--- src/rtl/pipe_pkg.sv ---
// Shared definitions for pipeline stage registers and the hazard unit's debug trace.
package pipe_pkg;

    localparam logic [31:0] NOP_INSN      = 32'h0000_0000;  // sll $0,$0,0
    localparam int          DEFAULT_CNT_W = 16;

    typedef enum logic [1:0] {
        MODE_LOAD  = 2'd0,
        MODE_HOLD  = 2'd1,
        MODE_FLUSH = 2'd2
    } stage_mode_e;

    // Decode the hazard unit's per-stage controls into the action taken this edge.
    function automatic stage_mode_e decode_mode(input logic flush, input logic wr_en);
        if (flush)
            return MODE_FLUSH;
        else if (!wr_en)
            return MODE_HOLD;
        else
            return MODE_LOAD;
    endfunction

endpackage

--- src/rtl/pipe_stage_reg_if.sv ---
// Payload bus between two pipeline stages plus the hazard unit's flush/write controls.
interface pipe_stage_reg_if #(
    parameter int DATA_W = 64
);
    logic              flush;
    logic              wr_en;
    logic              in_valid;
    logic [DATA_W-1:0] in_data;
    logic              out_valid;
    logic [DATA_W-1:0] out_data;

    modport master (
        output flush, wr_en, in_valid, in_data,
        input  out_valid, out_data
    );

    modport slave (
        input  flush, wr_en, in_valid, in_data,
        output out_valid, out_data
    );
endinterface

--- src/rtl/sat_counter.sv ---
// Saturating up-counter with synchronous clear; clear wins over increment.
module sat_counter #(
    parameter int W = 16
) (
    input  logic         clk,
    input  logic         rst_n,
    input  logic         inc,
    input  logic         clr,
    output logic [W-1:0] cnt
);

    always_ff @(posedge clk or negedge rst_n) begin
        if (!rst_n)
            cnt <= '0;
        else if (clr)
            cnt <= '0;
        else if (inc && (cnt != {W{1'b1}}))
            cnt <= cnt + 1'b1;
    end

endmodule

--- src/rtl/pipe_stage_reg.sv ---
// Inter-stage pipeline register: load / hold / bubble, with stall and flush statistics
// and a sticky watchdog for stages held too long.
module pipe_stage_reg
    import pipe_pkg::*;
#(
    parameter int                DATA_W   = 64,
    parameter logic [DATA_W-1:0] BUBBLE   = DATA_W'(NOP_INSN),
    parameter int                CNT_W    = DEFAULT_CNT_W,
    parameter int                MAX_HOLD = 8
) (
    input  logic                 clk,
    input  logic                 rst_n,
    pipe_stage_reg_if.slave      bus,
    input  logic                 clr_stats,
    output logic [CNT_W-1:0]     stall_cnt,
    output logic [CNT_W-1:0]     flush_cnt,
    output logic [7:0]           hold_run,
    output logic                 watchdog_err
);

    localparam logic [7:0] MAX_HOLD_V = 8'(MAX_HOLD);

    stage_mode_e mode;
    logic        is_load;
    logic        is_hold;
    logic        is_flush;
    logic [7:0]  hold_run_next;

    always_comb begin
        mode     = decode_mode(bus.flush, bus.wr_en);
        is_load  = (mode == MODE_LOAD);
        is_hold  = (mode == MODE_HOLD);
        is_flush = (mode == MODE_FLUSH);
    end

    always_ff @(posedge clk or negedge rst_n) begin
        if (!rst_n) begin
            bus.out_valid <= 1'b0;
            bus.out_data  <= BUBBLE;
        end else begin
            case (mode)
                MODE_FLUSH: begin
                    bus.out_valid <= 1'b0;
                    bus.out_data  <= BUBBLE;
                end
                MODE_LOAD: begin
                    bus.out_valid <= bus.in_valid;
                    bus.out_data  <= bus.in_data;
                end
                default: ;
            endcase
        end
    end

    sat_counter #(.W(CNT_W)) u_stall_cnt (
        .clk   (clk),
        .rst_n (rst_n),
        .inc   (is_hold),
        .clr   (clr_stats),
        .cnt   (stall_cnt)
    );

    sat_counter #(.W(CNT_W)) u_flush_cnt (
        .clk   (clk),
        .rst_n (rst_n),
        .inc   (is_flush),
        .clr   (clr_stats),
        .cnt   (flush_cnt)
    );

    // The run length tracks pipeline motion, so it is reset by LOAD/FLUSH, not by clr_stats.
    sat_counter #(.W(8)) u_hold_run (
        .clk   (clk),
        .rst_n (rst_n),
        .inc   (is_hold),
        .clr   (is_load | is_flush),
        .cnt   (hold_run)
    );

    always_comb begin
        hold_run_next = 8'd0;
        if (is_hold)
            hold_run_next = (hold_run == 8'hFF) ? 8'hFF : hold_run + 8'd1;
    end

    always_ff @(posedge clk or negedge rst_n) begin
        if (!rst_n)
            watchdog_err <= 1'b0;
        else if (clr_stats)
            watchdog_err <= 1'b0;
        else if (is_hold && (hold_run_next == MAX_HOLD_V))
            watchdog_err <= 1'b1;
    end

endmodule
--- src/flat_wrapper.sv ---
// flat-port wrapper written by rule: the top's interface ports become plain ports
module pipe_stage_reg_flat import pipe_pkg::*;
#(
    parameter int                DATA_W   = 64,
    parameter logic [DATA_W-1:0] BUBBLE   = DATA_W'(NOP_INSN),
    parameter int                CNT_W    = DEFAULT_CNT_W,
    parameter int                MAX_HOLD = 8
)
  (clk, rst_n, clr_stats, stall_cnt, flush_cnt, hold_run, watchdog_err, bus_flush, bus_wr_en, bus_in_valid, bus_in_data, bus_out_valid, bus_out_data);
  pipe_stage_reg_if #(.DATA_W(DATA_W)) bus_i ();
  input  logic clk;
  input  logic rst_n;
  input  logic clr_stats;
  output logic [CNT_W-1:0] stall_cnt;
  output logic [CNT_W-1:0] flush_cnt;
  output logic [7:0] hold_run;
  output logic watchdog_err;
  input wire logic [$bits(bus_i.flush)-1:0] bus_flush;
  input wire logic [$bits(bus_i.wr_en)-1:0] bus_wr_en;
  input wire logic [$bits(bus_i.in_valid)-1:0] bus_in_valid;
  input wire logic [$bits(bus_i.in_data)-1:0] bus_in_data;
  output wire logic [$bits(bus_i.out_valid)-1:0] bus_out_valid;
  output wire logic [$bits(bus_i.out_data)-1:0] bus_out_data;
  assign bus_i.flush = bus_flush;
  assign bus_i.wr_en = bus_wr_en;
  assign bus_i.in_valid = bus_in_valid;
  assign bus_i.in_data = bus_in_data;
  assign bus_out_valid = bus_i.out_valid;
  assign bus_out_data = bus_i.out_data;
  pipe_stage_reg #(.DATA_W(DATA_W), .BUBBLE(BUBBLE), .CNT_W(CNT_W), .MAX_HOLD(MAX_HOLD)) u_core (.clk(clk), .rst_n(rst_n), .bus(bus_i), .clr_stats(clr_stats), .stall_cnt(stall_cnt), .flush_cnt(flush_cnt), .hold_run(hold_run), .watchdog_err(watchdog_err));
endmodule
--- config.mk ---
export PLATFORM = sky130hd
export DESIGN_NAME = pipe_stage_reg_flat
export DESIGN_NICKNAME = d
export VERILOG_FILES = /design/src/rtl/pipe_pkg.sv /design/src/rtl/pipe_stage_reg_if.sv /design/src/rtl/sat_counter.sv /design/src/rtl/pipe_stage_reg.sv /design/src/flat_wrapper.sv
export SDC_FILE = /design/constraint.sdc
export NUM_CORES = 1
export LEC_CHECK = 0
export ABC_AREA = 0
export CORE_MARGIN = 5
export CORE_UTILIZATION = 49
export DETAILED_ROUTE_END_ITERATION = 8
export PLACE_DENSITY_LB_ADDON = 0.1
export SLEW_MARGIN = 40
export SYNTH_ARGS = -nofsm -noshare
export SYNTH_HDL_FRONTEND = slang
export SYNTH_SLANG_ARGS = --single-unit
--- constraint.sdc ---
create_clock -name clk -period 3.6 [get_ports clk]
set_input_delay 0.36 -clock clk [delete_from_list [all_inputs] [get_ports clk]]
set_output_delay 0.36 -clock clk [all_outputs]
set_load 0.01 [all_outputs]
# After elaboration in Yosys (flattened, before gate mapping)
# Cells that the tools add are included.
# classes
n_addsub	3
n_eq_ne	7
muxes	14
bitwise	1
reduce_logical	10
# op_table
operator	n
$pmux 64 s2	1
$mux 16	4
$add 16x1->16 const B	2
$mux 8	4
$ne 16x16->1 const B	2
$reduce_bool 2->1	5
$add 8x1->8 const B	1
$eq 8x4->1 const B	1
$eq 8x8->1 const B	1
$ne 8x8->1 const B	1
$logic_and 1x1->1	4
$mux 1	3
$eq 2x1->1 const B	1
$eq 2x2->1 const B	1
$logic_not 2->1	1
$mux 2	1
$pmux 1 s2	1
$or 1x1->1	1
# totals
ff_bits	106
in_bits	70

# Longest topological paths before layout
# logic_depth
ltp_word	8
ltp_mapped	6
mapped_depth_nobuf	5

# Modules after synthesis
# Synthesis repeated with hierarchy kept, for this count alone.
# hier_totals
cells_unflattened	470
hier_area_um2	5147.4
# by_module_without_submodules
module	n_inst	cells_each	area_each_um2	seq_area_each_um2
pipe_stage_reg	1	225	2798.9	1651.6
sat_counter at u_core.u_flush_cnt ...	2	98	942.2	400.4
sat_counter at u_core.u_hold_run	1	49	464.2	200.2

# Worst setup path after synthesis
# No wires, ideal clock.
# synth_timing
path_type	reg-to-reg
start	reg u_core.u_flush_cnt.cnt[0]
end	reg u_core.u_flush_cnt.cnt[2]
setup_ns	0.125
t_arrival_ns	1.607
t_required_ns	3.475
path_slack_ns	1.868
stages_incl_launch_ff	6
period_less_slack_ns	1.732
cell_sequence	dfrtp_1 > ha_1 > nand3_1 > nor4_4 > and3b_1 > mux2_4
# synth_via
elab_chain_cells	3
# synth_lines
item	line	source
start: declaration	sat_counter.sv:9	output logic [W-1:0] cnt
start signal: assignment	sat_counter.sv:18	cnt <= cnt + 1'b1;
$add 16x1->16 or $ne 16x16->1 (tied branches)	sat_counter.sv:18, sat_counter.sv:17	
$mux 16 or $logic_and 1x1->1 (tied branches)	sat_counter.sv:17	else if (inc && (cnt != {W{1'b1}}))
$mux 16 or $reduce_bool 2->1 (tied branches)	-	
# Several ways; a longest one is shown, not always the timed one. The select of a mux whose other input is x is not followed.
# A chain may end at the register's enable or synchronous reset.

# Final worst setup path
# layout_timing
start	reg u_core.u_flush_cnt.cnt[0]
end	reg u_core.u_flush_cnt.cnt[8]
# The elaborated chain is that of the path after synthesis.

==> flow_results.org <==
** Status
- The run finished with clean final reports.

** Floorplanning
- Starting Density :: 50.56%
- Standard cell core area :: 9864 um^2
- From bottom edge to top edge, the die measures 110.9 um.
- Standard-cell rows :: 36
- Width of the chip :: 110.9 um
- The die covers 12300 um^2.
- Top-level port count :: 176

** GRT
- Entering global routing, the biggest net connects 66 pins.
- The first global-routing pass estimated 22170 um of wire.
- Total congestion overflow :: 0
- Gr usage total :: 21.93%
- Antenna violations before repair :: 0
- Number of global-route vias before repair :: 4167

** Logic synthesis
- After synthesis, the share of flip-flops with an asynchronous set or reset is 100.0%.
- Prevailing post-synth register cell :: dfrtp_1
- Sequential area share after synthesis :: 53.19%
- Number of flops mapped to enable cells by yosys :: 0
- Synthesized Nets :: 533
- Count of different cell masters after synthesis :: 55
- Flip-flop and latch count after synthesis :: 106
- Count of synthesis-stage warnings from yosys :: 0
- Cells after synthesis :: 460
- Each instance of the synthesized netlist takes up on average 10.84 um^2.
- Cell area after technology mapping :: 4987 um^2

** Routing
- Drc violations :: 0
- Sum of routed wire length over all layers :: 13450 um
- Length of the first detailed-routing pass in iterations :: 4
- First-iteration detailed-routing DRC count :: 235
- Via count of the routed design :: 4151
- Dividing the detail-routed wire length by the instance count gives 17.62 um.
- Avg Vias per Cell :: 5.440
- The detail route stage leaves a number of antenna-violating nets equal to 0.

** Placed design
- Routability-driven placement congestion ratio :: 0.8626
- Buffers added on ports :: 175
- Setup WS pre-CTS :: 1452 ps
- In this run, placement finished with an instance count of 747.
- Placed wire-length estimate after detailed placement :: 9898 um

** STA
- In this run the tightest slew margin relative to its limit is 47.64%.
- Final Critical Period :: 1918 ps
- Across all setup checks in the final design, the least slack found is 1682 ps.
- At the pin with the least slew margin, the transition time is 785.4 ps.
- Final worst hold slack :: 27.09 ps
- Timing would allow up to 521.5 MHz.
- The number of slew-limit violations in the final report is 0.
- After routing, the total negative slack on setup checks comes to 0 ps.
- Largest clock skew in the final design :: 14.97 ps
- Final Setup Violations :: 0
- Fin. Hold Viols :: 0
- The worst path uses 53.27% of the clock period.
- Setup repair after global routing left no endpoint under its margin.

** Setup path
- In this run the worst path has a maximum fanout of 7.
- The kind of cell with the highest combined delay along the critical path is simple AND/OR/NAND/NOR gates.
- Nature of the critical path endpoint :: register
- The setup check on the worst reg-to-reg path leaves a slack of 1680 ps.
- The worst register-to-register path ends at u_core.u_flush_cnt.cnt[8].
- Worst EP arrival :: 2210 ps
- The slowest stage of the critical path is the or4_1 cell.
- The critical path goes through ha_1 > and3_1 > nand2_1 > or4_1 > a21oi_1.
- STA puts the critical path data required time at 3890 ps.
- Number of cells traversed by the worst register-to-register path :: 5
- In this run the critical register-to-register path is launched from u_core.u_flush_cnt.cnt[0].
- The critical path contains buffers and inverters numbering 0 combined.
- STA classifies the critical path startpoint as a register.
- Critical path type :: register to register
- On the worst path, the slowest cell contributes a delay of 520 ps.

** CTS
- Post-CTS Hold Fix Bufs :: 0
- TritonCTS built the clock tree.
- The longest clock path from root to sink contains 2 buffers.
- Counting every sink on the clock net gives 106.
- CTS built an H-tree with a depth of 3.
- CTS placed an instance of clkbuf_8 at the clock tree root.
- After clock tree synthesis, the clock-pin slew on the worst setup and hold paths is 110 ps.
- Once the clock tree was built, the resizer swapped 0 gates to a different size.
- Clock tree synthesis inserted a total of 9 buffers.
- After clock tree synthesis, the setup repair step added 0 buffers.
- Clock latency on the worst-skew pair :: 360 ps

** Layout
- In the final layout, the share of cells above drive strength 1 is 7.619%.
- Antenna diode count :: 0
- Compared with the post-synthesis result, the final layout area differs by 41.24%.
- Layout net count :: 698
- Once layout is complete, the cells apart from fillers number 763.

** Power and ir drop
- For this design the static power due to leakage is 3.066 nW.
- IR analysis of the VDD net gives a maximum drop of 0.1990 mV.
- Dividing total power by cell area gives a power density of 349.1 nW/um^2.

** Hold path
- Hold/Removal Path Class :: primary input to async pin

** Job
- Max_cap viols :: 0
==> sequential cells by signal (all words and copies together), names as in the netlist <==
register	flops
u_core.u_stall_cnt.cnt	16
u_core.watchdog_err	1
u_core.u_flush_cnt.cnt	16
u_core.u_hold_run.cnt	8
u_core.bus.out_data	64
u_core.bus.out_valid	1
==> routing by layer <==
layer / wire length (um) / vias to the layer above / part of all wire, % / track usage [%]
met1: 5826 / 1986 / 43 / 28.79
met2: 6613 / 154 / 49 / 36.61
li1: - / 1994 / - / -
met5: 0 / - / 0 / 0
met4: 276 / 0 / 2.1 / 7.143
met3: 729 / 17 / 5.4 / 4.258
==> stage by stage <==
stage,utilization [%],power [mW],instance area [um^2]
CTS,71.41,2.482,7044
detailed placement,69.04,1.646,6810
global route,71.41,2.564,7044
global placement,69.00,1.637,6807
finish,71.41,2.459,7044
floorplan,-,1.422,4987
==> worst register-to-register path, stage by stage (launching register included) <==
cell and delay, ps:
dfrtp_1 470, ha_1 220, and3_1 280, nand2_1 200, or4_1 520, a21oi_1 170
==> worst max path at each step <==
stage / startpoint / end / slack, ps / cells past startpoint
global route: u_core.u_flush_cnt.cnt[0] / u_core.u_flush_cnt.cnt[8] / 1600 / 5
detailed placement: bus_flush / u_core.u_stall_cnt.cnt[15] / 1450 / 5
floorplan: u_core.u_flush_cnt.cnt[0] / u_core.u_flush_cnt.cnt[2] / 1870 / 5
finish: u_core.u_flush_cnt.cnt[0] / u_core.u_flush_cnt.cnt[8] / 1680 / 5
global placement: bus_flush / u_core.u_stall_cnt.cnt[15] / 1530 / 5
CTS: u_core.u_flush_cnt.cnt[0] / u_core.u_flush_cnt.cnt[8] / 1710 / 5
==> logic make-up (layout without fill, tap and decap cells) <==
family	Yosys count	after routing	share of synthesized area (%)
AND/OR/NAND/NOR	182	182	19.44
flip-flops	106	106	53.19
multiplexers	75	75	15.28
AO/OA/AOI/OAI	58	58	7.652
buffers and inverters	32	202	2.985
XOR/XNOR	4	4	0.7026
adder cells (fa/ha/maj)	3	3	0.7527
==> cells in the mapped netlist, drive strengths merged (2+ instances only) <==
| cell | n | area, um^2 |
|---|---|---|
| or4 | 10 | 77.58 |
| a31oi | 5 | 31.28 |
| nor2 | 78 | 295.3 |
| o31ai | 9 | 67.56 |
| and3 | 3 | 18.77 |
| xnor2 | 3 | 26.28 |
| clkbuf | 12 | 45.04 |
| mux2 | 6 | 71.31 |
| nand2 | 22 | 82.58 |
| nor4b | 2 | 17.52 |
| o21ai | 7 | 35.03 |
| inv | 6 | 22.52 |
| and4 | 4 | 35.03 |
| or2 | 6 | 37.54 |
| nor2b | 5 | 31.28 |
| buf | 14 | 81.33 |
| or3 | 4 | 26.28 |
| dfrtp | 106 | 2653 |
| o311ai | 5 | 43.79 |
| o41ai | 6 | 52.55 |
| ha | 3 | 37.54 |
| mux2i | 69 | 690.7 |
| nor4 | 8 | 71.32 |
| nor3 | 8 | 45.04 |
| nand4 | 11 | 96.34 |
| nand3 | 14 | 75.07 |
| a21oi | 20 | 100.1 |
==> layout make-up <==
class | instances | area (um^2)
clock inverters | 5 | 82.58
inverters | 6 | 22.52
clock buffers | 11 | 151.4
multi-input cells | 322 | 2186
flip-flops and latches | 106 | 2653
well taps | 133 | 166.4
repair buffers | 180 | 1783
fillers | 737 | 2820
==> placed cells by master (no fill, tap or decap), drive strengths merged, types with 3 or more instances in the layout <==
| master | synthesis | layout |
|---|---|---|
| clkdlybuf4s50 | 0 | 172 |
| dfrtp | 106 | 106 |
| nor2 | 78 | 78 |
| mux2i | 69 | 69 |
| nand2 | 22 | 22 |
| a21oi | 20 | 20 |
| nand3 | 14 | 14 |
| clkbuf | 12 | 11 |
| nand4 | 11 | 11 |
| or4 | 10 | 10 |
| o31ai | 9 | 9 |
| nor3 | 8 | 8 |
| inv | 6 | 8 |
| nor4 | 8 | 8 |
| buf | 14 | 8 |
| o21ai | 7 | 7 |
| o41ai | 6 | 6 |
| or2 | 6 | 6 |
| mux2 | 6 | 6 |
| a31oi | 5 | 5 |
| o311ai | 5 | 5 |
| nor2b | 5 | 5 |
| and4 | 4 | 4 |
| or3 | 4 | 4 |
| and3 | 3 | 3 |
| xnor2 | 3 | 3 |
| ha | 3 | 3 |
==> power breakdown <==
| group | leakage [nW] | switching, mW | internal, mW |
|---|---|---|---|
| sequential | 1.43 | 0.0297 | 1.23 |
| clock | 0.120 | 0.407 | 0.434 |
| combinational | 1.51 | 0.156 | 0.196 |
(Power assumes the default switching activity.)
